## src/rtl/fetch_pkg.sv

```systemverilog
// fetch_pkg: shared types and constants for the instruction fetch front end
package fetch_pkg;
  localparam int XLEN = 32;
  localparam logic [XLEN-1:0] NOP_INST = 32'h0000_0013;
  typedef enum logic [1:0] {IDLE, WAIT, DROP} state_t;
  typedef struct packed {
    logic [XLEN-1:0] pc;
    logic [XLEN-1:0] inst;
  } entry_t;
endpackage

```

## src/rtl/fetch_fifo.sv

```systemverilog
// fetch_fifo: circular buffer of {pc, inst} pairs with occupancy count and synchronous clear
module fetch_fifo import fetch_pkg::*; #(
  parameter int DEPTH = 4
) (
  input  logic                     clk,
  input  logic                     rst,
  input  logic                     clear,
  input  logic                     push,
  input  logic                     pop,
  input  entry_t                   wdata,
  output entry_t                   rdata,
  output logic [$clog2(DEPTH):0]   count
);
  localparam int AW = $clog2(DEPTH);
  localparam int CW = AW + 1;
  entry_t mem [DEPTH];
  logic [AW-1:0] wr_ptr, rd_ptr;
  always_ff @(posedge clk or negedge rst)
    if (!rst) begin
      wr_ptr <= '0;
      rd_ptr <= '0;
      count  <= '0;
    end else if (clear) begin
      wr_ptr <= '0;
      rd_ptr <= '0;
      count  <= '0;
    end else begin
      if (push) wr_ptr <= wr_ptr + 1'b1;
      if (pop) rd_ptr <= rd_ptr + 1'b1;
      count <= count + CW'(push) - CW'(pop);
    end
  always_ff @(posedge clk)
    if (push && !clear) mem[wr_ptr] <= wdata;
  assign rdata = mem[rd_ptr];
endmodule

```

## src/rtl/fetch_queue.sv

```systemverilog
// fetch_queue: owns the fetch PC, drives a req/ack imem port and buffers fetched words
// ahead of the IF/ID registers; redirects flush the buffer and retarget fetch.
module fetch_queue import fetch_pkg::*; #(
  parameter int              DEPTH    = 4,
  parameter logic [XLEN-1:0] RESET_PC = 32'h0000_0000
) (
  input  logic                   clk,
  input  logic                   rst,
  input  logic                   redirect_valid,
  input  logic [XLEN-1:0]        redirect_pc,
  output logic                   imem_req,
  output logic [XLEN-1:0]        imem_addr,
  input  logic                   imem_ack,
  input  logic [XLEN-1:0]        imem_rdata,
  input  logic                   deq_ready,
  output logic                   deq_valid,
  output logic [XLEN-1:0]        deq_pc,
  output logic [XLEN-1:0]        deq_inst,
  output logic [$clog2(DEPTH):0] count
);
  localparam int CW = $clog2(DEPTH) + 1;
  state_t state, state_nx;
  logic [XLEN-1:0] fetch_pc, pc_nx, addr_nx, target;
  logic [CW-1:0] count_nx;
  logic free, push, pop, issue, req_nx;
  entry_t head;
  assign target = redirect_pc & ~32'h3;
  assign push = state == WAIT && imem_ack && !redirect_valid;
  assign pop = deq_valid && deq_ready && !redirect_valid;
  // the port is free to carry a new request whenever nothing is outstanding after this cycle
  assign free = state == IDLE || imem_ack;
  always_comb begin
    count_nx = redirect_valid ? '0 : count + CW'(push) - CW'(pop);
    pc_nx = redirect_valid ? target : push ? imem_addr + 32'd4 : fetch_pc;
    issue = free && count_nx < CW'(DEPTH);
    state_nx = issue ? WAIT : free ? IDLE : (redirect_valid && state == WAIT) ? DROP : state;
    req_nx = state_nx != IDLE;
    addr_nx = issue ? pc_nx : imem_addr;
  end
  always_ff @(posedge clk or negedge rst)
    if (!rst) begin
      state     <= IDLE;
      fetch_pc  <= RESET_PC;
      imem_req  <= 1'b0;
      imem_addr <= RESET_PC;
    end else begin
      state     <= state_nx;
      fetch_pc  <= pc_nx;
      imem_req  <= req_nx;
      imem_addr <= addr_nx;
    end
  fetch_fifo #(.DEPTH(DEPTH)) u_fifo (
    .clk   (clk),
    .rst   (rst),
    .clear (redirect_valid),
    .push  (push),
    .pop   (pop),
    .wdata ('{pc: imem_addr, inst: imem_rdata}),
    .rdata (head),
    .count (count)
  );
  assign deq_valid = count != '0;
  assign deq_pc = deq_valid ? head.pc : '0;
  assign deq_inst = deq_valid ? head.inst : NOP_INST;
endmodule
```

## config.mk

```make
export PLATFORM = sky130hd
export DESIGN_NAME = fetch_queue
export DESIGN_NICKNAME = d
export VERILOG_FILES = /design/src/rtl/fetch_pkg.sv /design/src/rtl/fetch_fifo.sv /design/src/rtl/fetch_queue.sv
export SDC_FILE = /design/constraint.sdc
export NUM_CORES = 1
export LEC_CHECK = 0
export ABC_AREA = 1
export CAP_MARGIN = 20
export CORE_MARGIN = 2
export CORE_UTILIZATION = 27
export DETAILED_ROUTE_END_ITERATION = 7
export PLACE_DENSITY = 0.47
export SYNTH_ARGS = -nofsm -noshare
export SYNTH_HDL_FRONTEND = slang
export SYNTH_SLANG_ARGS = --single-unit
```

## constraint.sdc

```tcl
create_clock -name clk -period 9 [get_ports clk]
set_clock_uncertainty 0.2 [all_clocks]
set_input_delay 1.35 -clock clk [delete_from_list [all_inputs] [get_ports clk]]
set_output_delay 1.35 -clock clk [all_outputs]
set_load 0.03 [all_outputs]
```

==> metrics.txt <==
Fmax achieved=0.1767 GHz; number of warnings printed during yosys synthesis=0; unrepaired setup endpoints after global routing=no; cell internal power dissipation=3.482 mW; buffers inserted by post-CTS timing repair=0; Sequential Power Share=37.3%; drc violations=0; overall power after layout=5.799 mW; Detailed Route WL=38.58 mm; area added between synthesis and finish=25.68%; # nets final=1591; detailed-routing iteration count for the pre-antenna-repair pass=4; minimum clock period=5.661 ns; Final Hold Viols=0; pin count of the biggest net entering global routing=78; Leak Pwr=6.542 nW; part of the power in combinational logic=37.2%; dominant register cell in the synthesized netlist=sky130_fd_sc_hd__edfxtp_1; switching power summed over all nets=2.317 mW; fraction of power consumed by the clock network=25.5%; layout cell share with drive strength beyond 1=5.962%; FFs w/ async S/R, synth=22.42%; share of total power consumed by net switching=39.95%; Max FO, Critical Path=77; largest family of logic cells by synthesized area=simple AND/OR/NAND/NOR gates; Final Hold Slack=0.2840 ns; GRT overflow=0; CTS tree=built; initial antenna violation count=0; Synth Area in Adders=0.7705%; number of unique standard cell types used by synthesis=34; number of enable-type register cells in the synthesized netlist=256; Critical Path Start Type=flip-flop; post-detailed-route via-to-cell ratio=4.410; fraction of the yosys area taken by sequential cells=68.31%; post-synth net total=1433; # H-tree levels=2; final setup violation count=0; HPWL after detailed placement=22.93 mm; Site Rows=83; top cell type by total area after synthesis=sky130_fd_sc_hd__edfxtp_1; leading cell types by total area after synthesis=sky130_fd_sc_hd__edfxtp_1 (55%), sky130_fd_sc_hd__dfrtp_1 (13%), sky130_fd_sc_hd__nor2_1 (8.4%); vias after detailed routing=9804; number of gates resized after cts=0; post-synthesis compound-gate area fraction=8.100%; die extent in x=231.4 um; maximum count of clock buffers along a single path=3; synthesis-stage register bit count=330; global-route wire length before repair=58.36 mm; most used standard cell by instance count after synthesis=sky130_fd_sc_hd__nor2_1; Worst slew margin=31.80%; Antenna diodes=0; vertical die dimension=231.4 um; effective utilization at floorplan=27.28%; core area=0.05120 sq mm; number of max-capacitance violations reported=0; Syn Area/Cell=10.30 sq um; Final Slew Violations=0; instance count of the mapped netlist=1356; DIE AREA=0.05356 sq mm; Critical Path Sink Type=output pin; total global routing track utilization=14.41%; final clock period utilization by the worst path=62.90%; number of design-rule violations left by the first detailed-router iteration=493; Clock Sinks=330; number of global-route vias before repair=9759; top cells by instance count after synthesis=sky130_fd_sc_hd__nor2_1 (313), sky130_fd_sc_hd__nand2_1 (294), sky130_fd_sc_hd__edfxtp_1 (256); post-route setup TNS=0 ns; input/output buffers=167; worst skew pair latency=0.54 ns; Post-DRT Antenna Nets=0; Pwr per Cell Area=330.4 mW/mm^2; data arrival time of the worst path=4.11 ns; last weighted congestion value of the routability-driven placer=0.7975; clock-pin slew on the worst setup and hold paths=0.06 ns; type of the worst min-delay path=reg2reg; mux share of post-synthesis cell area=0%; fillers=5121; xor and xnor fraction of the mapped netlist area=0.5017%; worst path required time=7.45 ns; top-area cell type share of the netlist area=55.05%; outcome=complete, no violations; cts bufs inserted=39; simple-gate share of the synthesized area=18.13%; pin slew with the least headroom to its limit=1.023 ns; Syn Std Cell Area=0.01396 sq mm; total I/O pin count=170; maximum vdd drop=0.1682 mV; Hold-fix buffers, CTS=0; drt wl/cell=17.35 um; library cell used as clock root buffer=sky130_fd_sc_hd__clkbuf_16; Worst Setup Path Type=reg2out
[registers in the layout, indices dropped and copies added (netlist names)]
signal	flops
fetch_pc	32
imem_addr	32
imem_req	1
state	2
u_fifo.count	3
u_fifo.mem	256
u_fifo.rd_ptr	2
u_fifo.wr_ptr	2
[power groups by stage]
stage               Sequential (mW)  Clock [mW]  Combinational (mW)
floorplan                      2.18           0                1.20
global placement               2.20           0                2.19
detailed placement             2.20           0                2.20
CTS                            2.17        1.52                2.20
global route                   2.20        1.58                2.36
finish                         2.16        1.48                2.16
[final cells by class]
type	instances	area (sq um)	share of cell area, %
repair buffers	181	1794	10.22
well taps	680	850.8	4.848
multi-input cells	886	3875	22.08
flip-flops and latches	330	9544	54.38
clock inverters	17	116.4	0.6630
clock buffers	53	1081	6.160
inverters	76	289.0	1.647
[worst max-delay path: stages (launching register included)]
cell and delay, ns:
sky130_fd_sc_hd__dfrtp_4 0.77, sky130_fd_sc_hd__clkinv_2 0.92, sky130_fd_sc_hd__buf_4 0.63, sky130_fd_sc_hd__nor2_1 0.15, sky130_fd_sc_hd__nor2_1 0.04, sky130_fd_sc_hd__o21ai_0 0.10
sky130_fd_sc_hd__o311ai_0 0.18, sky130_fd_sc_hd__clkdlybuf4s50_1 0.64
[routing by layer]
metal | track usage (%) | vias to the layer above | wire (um)
li1 | - | 4841 | -
met5 | 0 | - | 0
met2 | 23.56 | 190 | 17850
met4 | 3.750 | 0 | 780
met1 | 19.23 | 4722 | 18140
met3 | 3.310 | 51 | 1804
[layout by cell type, fill, tap and decap left out, types with 7 or more instances in the layout]
| cell | n |
|---|---|
| sky130_fd_sc_hd__nor2_1 | 309 |
| sky130_fd_sc_hd__o21ai_1 | 9 |
| sky130_fd_sc_hd__dfrtp_1 | 72 |
| sky130_fd_sc_hd__ha_1 | 7 |
| sky130_fd_sc_hd__edfxtp_1 | 256 |
| sky130_fd_sc_hd__clkinv_2 | 7 |
| sky130_fd_sc_hd__buf_4 | 14 |
| sky130_fd_sc_hd__nand3_1 | 29 |
| sky130_fd_sc_hd__inv_1 | 70 |
| sky130_fd_sc_hd__clkdlybuf4s50_1 | 166 |
| sky130_fd_sc_hd__a21oi_1 | 65 |
| sky130_fd_sc_hd__clkbuf_16 | 41 |
| sky130_fd_sc_hd__clkbuf_1 | 11 |
| sky130_fd_sc_hd__xor2_1 | 7 |
| sky130_fd_sc_hd__o21ai_0 | 136 |
| sky130_fd_sc_hd__nand2_1 | 294 |
[stage by stage]
stage                     instances  instance area [sq um]  util (%)  setup slack, ns
final                          2223                  17550     34.28            3.339
after global routing           2223                  17550     34.28            2.965
after CTS                      2222                  17520     34.23            3.203
after detailed placement       2152                  16330     31.89            3.782
after global placement         2152                  16330     31.89            3.805
after floorplan                1356                  13960         -            3.896
[final timing paths]
check	startpoint	end	slack, ns	depth (start not counted)
max in group asynchronous	rst	u_fifo.rd_ptr[0]$_DFFE_PN0P_	7.01	2
max reg2reg	u_fifo.count[1]$_DFF_PN0_	imem_addr[1]$_DFFE_PN0P_	4.48	16
min reg2reg	fetch_pc[3]$_DFF_PN0_	fetch_pc[3]$_DFF_PN0_	0.28	2
max	u_fifo.rd_ptr[0]$_DFFE_PN0P_	deq_inst[4]	3.34	7
min	fetch_pc[3]$_DFF_PN0_	fetch_pc[3]$_DFF_PN0_	0.28	2
min in group asynchronous	rst	imem_req$_DFF_PN0_	0.38	1
[logic make-up (layout without fill, tap and decap cells)]
logic type | Yosys count | in the layout
flip-flops | 330 | 330
XOR/XNOR | 8 | 8
AO/OA/AOI/OAI | 220 | 220
AND/OR/NAND/NOR | 650 | 650
adder cells (fa/ha/maj) | 8 | 8
buffers and inverters | 140 | 327
Power figures use the tool's default switching activity.
